## src/rtl/jpeg_rd_pkg.sv

```systemverilog
// Shared types and address map for the JPEG result reader.
package jpeg_rd_pkg;

    typedef enum logic [2:0] {IDLE, POLL, READ, CLEAR, DRAIN} rd_state_t;

    localparam logic [31:0] OUTMEM_OFS  = 32'h0000_0800;
    localparam logic [31:0] CSR_OFS     = 32'h0000_1000;
    localparam int          BLOCK_WORDS = 32;

endpackage

```

## src/rtl/jpeg_rd_fifo.sv

```systemverilog
// Synchronous word FIFO with combinational head and a flush that empties it in one cycle.
module jpeg_rd_fifo #(
    parameter int DEPTH = 8,
    parameter int WIDTH = 32
) (
    input  logic                     clk_i,
    input  logic                     rst_n_i,
    input  logic                     flush,
    input  logic                     push,
    input  logic                     pop,
    input  logic [WIDTH-1:0]         din,
    output logic [WIDTH-1:0]         dout,
    output logic                     full,
    output logic                     empty,
    output logic [$clog2(DEPTH):0]   count
);
    localparam int AW = $clog2(DEPTH);

    logic [WIDTH-1:0] r_mem [DEPTH];
    logic [AW-1:0]    r_wptr;
    logic [AW-1:0]    r_rptr;
    logic [AW:0]      r_count;
    logic             w_push;
    logic             w_pop;

    assign full   = (r_count == (AW+1)'(DEPTH));
    assign empty  = (r_count == '0);
    assign w_pop  = pop & ~empty;
    // A push into a full FIFO is accepted only when the head leaves in the same cycle.
    assign w_push = push & (~full | w_pop);
    assign dout   = r_mem[r_rptr];
    assign count  = r_count;

    always_ff @(posedge clk_i or negedge rst_n_i) begin
        if (!rst_n_i) begin
            r_wptr  <= '0;
            r_rptr  <= '0;
            r_count <= '0;
        end else if (flush) begin
            r_wptr  <= '0;
            r_rptr  <= '0;
            r_count <= '0;
        end else begin
            if (w_push) r_wptr <= r_wptr + 1'b1;
            if (w_pop)  r_rptr <= r_rptr + 1'b1;
            case ({w_push, w_pop})
                2'b10:   r_count <= r_count + 1'b1;
                2'b01:   r_count <= r_count - 1'b1;
                default: r_count <= r_count;
            endcase
        end
    end

    always_ff @(posedge clk_i) begin
        if (w_push) r_mem[r_wptr] <= din;
    end

endmodule

```

## src/rtl/jpeg_result_reader.sv

```systemverilog
// Wishbone master: polls the accelerator CSR, reads the 32-word result block into a FIFO,
// streams it as 64 coefficients, then writes 0 to the CSR to release the block.
module jpeg_result_reader
    import jpeg_rd_pkg::*;
#(
    parameter logic [31:0] BASE_ADR   = 32'h9600_0000,
    parameter int          FIFO_DEPTH = 8,
    parameter int          RDY_BIT    = 7
) (
    input  logic        clk_i,
    input  logic        rst_n_i,
    input  logic        start_i,
    output logic        busy_o,
    output logic        done_o,
    output logic        err_o,
    output logic [31:0] wbm_adr_o,
    output logic [31:0] wbm_dat_o,
    input  logic [31:0] wbm_dat_i,
    output logic        wbm_we_o,
    output logic [3:0]  wbm_sel_o,
    output logic        wbm_cyc_o,
    output logic        wbm_stb_o,
    input  logic        wbm_ack_i,
    input  logic        wbm_err_i,
    output logic [15:0] coef_o,
    output logic        coef_valid_o,
    input  logic        coef_ready_i,
    output logic        coef_last_o,
    output logic [2:0]  dbg_state_o
);
    localparam int             CW      = $clog2(FIFO_DEPTH) + 1;
    localparam logic [CW-1:0]  DEPTH_C = CW'(FIFO_DEPTH);

    rd_state_t    r_state;
    logic [4:0]   r_wcnt;
    logic [4:0]   r_ocnt;
    logic         r_half;
    logic         r_busy;
    logic         r_done;
    logic         r_err;
    logic         r_stb;
    logic         r_we;
    logic [31:0]  r_adr;

    logic          w_ack;
    logic          w_bus_err;
    logic          w_hs;
    logic          w_push;
    logic          w_pop;
    logic          w_full;
    logic          w_empty;
    logic [31:0]   w_dout;
    logic [CW-1:0] w_count;
    logic          w_unused_dat;

    // Valid/ready: a coefficient transfers on a clock edge where coef_valid_o & coef_ready_i;
    // until then coef_o/coef_last_o are held because they depend only on the FIFO head and r_half.
    assign w_bus_err    = r_stb & wbm_err_i;
    assign w_ack        = r_stb & wbm_ack_i & ~wbm_err_i;
    assign w_hs         = coef_valid_o & coef_ready_i;
    assign w_push       = (r_state == READ) & w_ack;
    assign w_pop        = w_hs & r_half;
    assign w_unused_dat = ^wbm_dat_i;

    jpeg_rd_fifo #(.DEPTH(FIFO_DEPTH), .WIDTH(32)) u_fifo (
        .clk_i   (clk_i),
        .rst_n_i (rst_n_i),
        .flush   (w_bus_err),
        .push    (w_push),
        .pop     (w_pop),
        .din     (wbm_dat_i),
        .dout    (w_dout),
        .full    (w_full),
        .empty   (w_empty),
        .count   (w_count)
    );

    assign coef_valid_o = ~w_empty;
    assign coef_o       = coef_valid_o ? (r_half ? w_dout[15:0] : w_dout[31:16]) : 16'h0;
    assign coef_last_o  = coef_valid_o & r_half & (r_ocnt == 5'(BLOCK_WORDS - 1));

    assign busy_o      = r_busy;
    assign done_o      = r_done;
    assign err_o       = r_err;
    assign wbm_adr_o   = r_adr;
    assign wbm_dat_o   = 32'h0;
    assign wbm_we_o    = r_we;
    assign wbm_sel_o   = {4{r_stb}};
    assign wbm_cyc_o   = r_stb;
    assign wbm_stb_o   = r_stb;
    assign dbg_state_o = r_state;

    always_ff @(posedge clk_i or negedge rst_n_i) begin
        if (!rst_n_i) begin
            r_half <= 1'b0;
            r_ocnt <= '0;
        end else if (w_bus_err) begin
            r_half <= 1'b0;
            r_ocnt <= '0;
        end else if (w_hs) begin
            r_half <= ~r_half;
            if (r_half) r_ocnt <= r_ocnt + 1'b1;
        end
    end

    // A read is only issued with no transfer in flight and a free FIFO slot, so every
    // returning word already owns the slot it is pushed into.
    always_ff @(posedge clk_i or negedge rst_n_i) begin
        if (!rst_n_i) begin
            r_state <= IDLE;
            r_wcnt  <= '0;
            r_busy  <= 1'b0;
            r_done  <= 1'b0;
            r_err   <= 1'b0;
            r_stb   <= 1'b0;
            r_we    <= 1'b0;
            r_adr   <= '0;
        end else begin
            r_done <= 1'b0;
            r_err  <= 1'b0;
            if (w_bus_err) begin
                r_stb   <= 1'b0;
                r_we    <= 1'b0;
                r_wcnt  <= '0;
                r_busy  <= 1'b0;
                r_err   <= 1'b1;
                r_state <= IDLE;
            end else begin
                case (r_state)
                    IDLE: begin
                        if (start_i && !r_done) begin
                            r_busy  <= 1'b1;
                            r_state <= POLL;
                        end
                    end
                    POLL: begin
                        if (!r_stb) begin
                            r_stb <= 1'b1;
                            r_we  <= 1'b0;
                            r_adr <= BASE_ADR + CSR_OFS;
                        end else if (w_ack) begin
                            r_stb <= 1'b0;
                            if (wbm_dat_i[RDY_BIT]) r_state <= READ;
                        end
                    end
                    READ: begin
                        if (!r_stb) begin
                            if (w_count < DEPTH_C) begin
                                r_stb <= 1'b1;
                                r_adr <= BASE_ADR + OUTMEM_OFS + {25'd0, r_wcnt, 2'b00};
                            end
                        end else if (w_ack) begin
                            r_stb  <= 1'b0;
                            r_wcnt <= r_wcnt + 1'b1;
                            if (r_wcnt == 5'(BLOCK_WORDS - 1)) r_state <= CLEAR;
                        end
                    end
                    CLEAR: begin
                        if (!r_stb) begin
                            r_stb <= 1'b1;
                            r_we  <= 1'b1;
                            r_adr <= BASE_ADR + CSR_OFS;
                        end else if (w_ack) begin
                            r_stb   <= 1'b0;
                            r_we    <= 1'b0;
                            r_state <= DRAIN;
                        end
                    end
                    DRAIN: begin
                        if (w_empty) begin
                            r_busy  <= 1'b0;
                            r_done  <= 1'b1;
                            r_state <= IDLE;
                        end
                    end
                    default: r_state <= IDLE;
                endcase
            end
        end
    end

endmodule

```

## config.mk

```make
export PLATFORM = sky130hd
export DESIGN_NAME = jpeg_result_reader
export DESIGN_NICKNAME = d
export VERILOG_FILES = /design/src/rtl/jpeg_rd_pkg.sv /design/src/rtl/jpeg_rd_fifo.sv /design/src/rtl/jpeg_result_reader.sv
export SDC_FILE = /design/constraint.sdc
export NUM_CORES = 1
export LEC_CHECK = 0
export CAP_MARGIN = 25
export CORE_AREA = 2 2 263 161
export DETAILED_ROUTE_END_ITERATION = 7
export DIE_AREA = 0 0 265 163
export DONT_BUFFER_PORTS = 1
export GPL_TIMING_DRIVEN = 0
export MAX_ROUTING_LAYER = met4
export PLACE_DENSITY = 0.42
export SLEW_MARGIN = 5
export SYNTH_ARGS = -nofsm -noshare
export SYNTH_HDL_FRONTEND = slang
export SYNTH_SLANG_ARGS = --single-unit
export TNS_END_PERCENT = 10
```

## constraint.sdc

```tcl
create_clock -name clk_i -period 6.95 [get_ports clk_i]
set_clock_uncertainty 0.2 [all_clocks]
set_input_delay 0.695 -clock clk_i [delete_from_list [all_inputs] [get_ports clk_i]]
set_output_delay 0.695 -clock clk_i [all_outputs]
set_load 0.02 [all_outputs]
```

==> key figures <==
Drt
  • Routed wire per std cell: ~21 um
  • Post-route ant nets: 0
  • Routed vias: between 6000 and 7000
  • Post-detailed-route via-to-cell ratio: ~4.6
  • DR iter-0 viols: ~400
  • WL final: roughly 29000 um
  • DR pass1 iterations: 5
  • DRC: 0

Run status
  • Status: completed

Global route
  • Routing usage on met1: 0.185
  • Maximum number of pins on one net before global-route repair: 38
  • Remaining global-route overflow: 0
  • Number of global-route vias before repair: around 6300
  • GRT met2 Usage: 0.212
  • Met3 Use GR: 0.0299
  • Initial antenna violation count: 0
  • Top Usage Layer GRT: met2
  • Global-route wire length before repair: 42100 um
  • Total GRT Usage: 0.137

STA
  • Fin crit period: ~4000 ps
  • Hold_ws: 30.1 ps
  • Worst-margin pin slew: roughly 1000 ps
  • Final Worst Setup Slack: 2940 ps
  • Fmax: around 0.25 GHz
  • RSZ-0062 raised after global routing: no
  • Relative slew slack: 0.305
  • Crit share post-route: 0.576
  • Post-route setup TNS: 0 ps
  • Final hold vios: 0
  • Slew Viols, Final: 0
  • # setup viols final: 0

CTS
  • Worst-Skew Late Latency: about 560 ps
  • CTS Sinks: approximately 290
  • # hold bufs at CTS: 19
  • CTS Buffer Depth: 3
  • Resized cells post-CTS: 0
  • Root Driver: clkbuf_16
  • CTS tree: yes
  • Total CTS buffers: 29
  • Clock Pin Slew Worst Setup and Hold Paths: ~60 ps
  • Htree depth: 1
  • Post-CTS Setup Repair Bufs: 0

Floorplanning
  • DIE WIDTH: around 270 um
  • Cell Rows: between 50 and 60
  • Die area: roughly 0.043 mm^2
  • Core box area: between 0.04 and 0.05 mm^2
  • IO Pins: 133
  • Die height: 163 um
  • Starting Density: 0.295

Synthesis
  • Ys async rst share: 0.126
  • Post-Syn Instances: approximately 650
  • Unique cell type count in the Yosys netlist: between 50 and 60
  • Mapped cell area: ~0.012 mm^2
  • Yosys reg bits: a little under 300
  • Post-synth EDFFs: roughly 260
  • Predominant post-synthesis flop cell: edfxtp_1
  • Avg Synthesized Cell Area: roughly 19 um^2
  • Yosys Warn Count: 0
  • Register area share after synthesis: 0.710

Final layout
  • Share of layout cells above drive strength 1: 0.284
  • Nets: between 800 and 900
  • Cell area after layout: roughly 0.014 mm^2
  • Post-layout util: 0.351
  • Area delta synth->final: 19.0%
  • Diodes inserted: 0

Power
  • Cell Pwr Density: between 300 and 400 mW/mm^2
  • LEAKAGE: 0.00491 uW
  • Worst IR Drop VDD: roughly 0.00018 V

Critical path
  • Worst path bufs/invs: 2
  • Levels on crit path: 5
  • Crit-path max cell delay: 740 ps
  • Worst Path Arrival: 3110 ps
  • CP max-delay cell: buf_1
  • Critical Path RT: 6050 ps
  • WS Path Type: register to output port
  • Crit-path max FO: 10
  • R2r worst-path depth: 8
  • Crit path cell chain: buf_2 -> buf_1 -> mux4_2 -> mux2i_1 -> o22ai_1
  • Delay-heaviest family, CP: buffers and inverters
  • Crit. End Element: output port
  • Critical Path Source Type: register

Hold path
  • HP Class: input port to register
  • Worst hold stages: 0

Placed design
  • Hpwl dp: 20100 um
  • Place WS: 3450 ps
  • Post-DP Area: around 0.013 mm^2
  • RePlAce Congestion: 0.781
  • IO buf count: 0

Flow run
  • Max-Cap Viols: 0
==> routing by layer <==
layer,up-vias,share of wire
li1,2751,-
met1,3220,0.46
met2,148,0.46
met3,60,0.048
met4,0,0.026
met5,-,0
==> Yosys cell counts, types with 2 or more instances <==
cell       count  area [um^2]
and2_1         2         12.5
buf_4         67          503
buf_1          7         26.3
nand2b_1       7         43.8
nor3b_1        2         15.0
a22o_1         6         52.6
a2111oi_0      2         17.5
inv_1          7         26.3
a211oi_1       2         15.0
buf_2          8         40.0
nor3_1         8         40.0
nand4_1        2         12.5
clkbuf_2       2         10.0
o22ai_1       21          131
nand2_1       17         63.8
o21ai_1        2         10.0
a21oi_1       11         55.1
mux2i_1       36          360
o21ai_0        5         25.0
a22oi_1        3         22.5
nand3_1        6         30.0
nor2_1        20         75.1
a31oi_1        2         12.5
edfxtp_1     256         7690
mux4_2        64         1440
xnor2_1        2         17.5
clkbuf_1       8         30.0
and3_1         3         18.8
xor2_1         8         70.1
a21o_1         3         22.5
dfrtp_1       37          926
ha_1           8          100
==> final cells by class <==
class                           count  area, um^2
Tap cell                          540         676
Multi-Input combinational cell    312        3120
Inverter                            8        30.0
Sequential cell                   293        8610
Fill cell                        3875       26600
Buffer                             92         609
Clock buffer                       36         752
Timing Repair Buffer               49         537
Clock inverter                     13        97.6
==> path summary, 6_finish.rpt <==
| path | from | end | slack (ps) |
|---|---|---|---|
| setup / recovery | u_fifo.r_rptr[1] | coef_o[14] | 2940 |
| hold / removal | wbm_dat_i[7] | u_fifo.r_mem[3][7] | 30 |
| setup reg to reg | wbm_cyc_o | u_fifo.r_mem[6][8] | 3480 |
| hold reg to reg | r_ocnt[4] | r_ocnt[4] | 330 |
| max in group asynchronous | rst_n_i | wbm_adr_o[28] | 5960 |
| min in group asynchronous | rst_n_i | err_o | 380 |
==> sequential cells by signal (all words and copies together), names as in the netlist <==
signal         count
u_fifo.r_mem     256
r_ocnt             5
r_wcnt             5
done_o             1
u_fifo.r_wptr      3
wbm_we_o           1
wbm_cyc_o          1
u_fifo.count       4
wbm_adr_o          8
busy_o             1
r_half             1
dbg_state_o        3
u_fifo.r_rptr      3
err_o              1
==> placed cells by master (no fill, tap or decap), drive strengths merged, types with 7 or more instances in the layout <==
cell type	n
edfxtp	256
buf	113
mux4	64
conb	53
clkbuf	46
dfrtp	37
mux2i	36
o22ai	21
nor2	21
dlygate4sd3	18
nand2	17
a21oi	11
inv	9
xor2	8
ha	8
nor3	8
clkinv	8
nand2b	7
nand3	7
o21ai	7
==> cells by family after synthesis <==
family          share of synthesized area
fa+ha+maj                         0.00991
buf+inv                            0.0527
flops                               0.710
compound gates                     0.0336
mux                                 0.149
xor+xnor                          0.00722
other cells                      0.000309
simple gates                       0.0373
==> through the flow <==
step,instances,power [uW]
2_1_floorplan,705,2960
3_3_place_gp,1245,3200
3_5_place_dp,1274,3240
4_1_cts,1342,4730
5_1_grt,1343,4890
6_report,1343,4660
==> power breakdown <==
group	total, uW	internal, uW	switching (uW)
Sequential	2120	2000	123
Clock	1460	799	657
Combinational	1090	435	651
Total	4660	3230	1430
No activity file was read; power rests on OpenSTA's default activity.
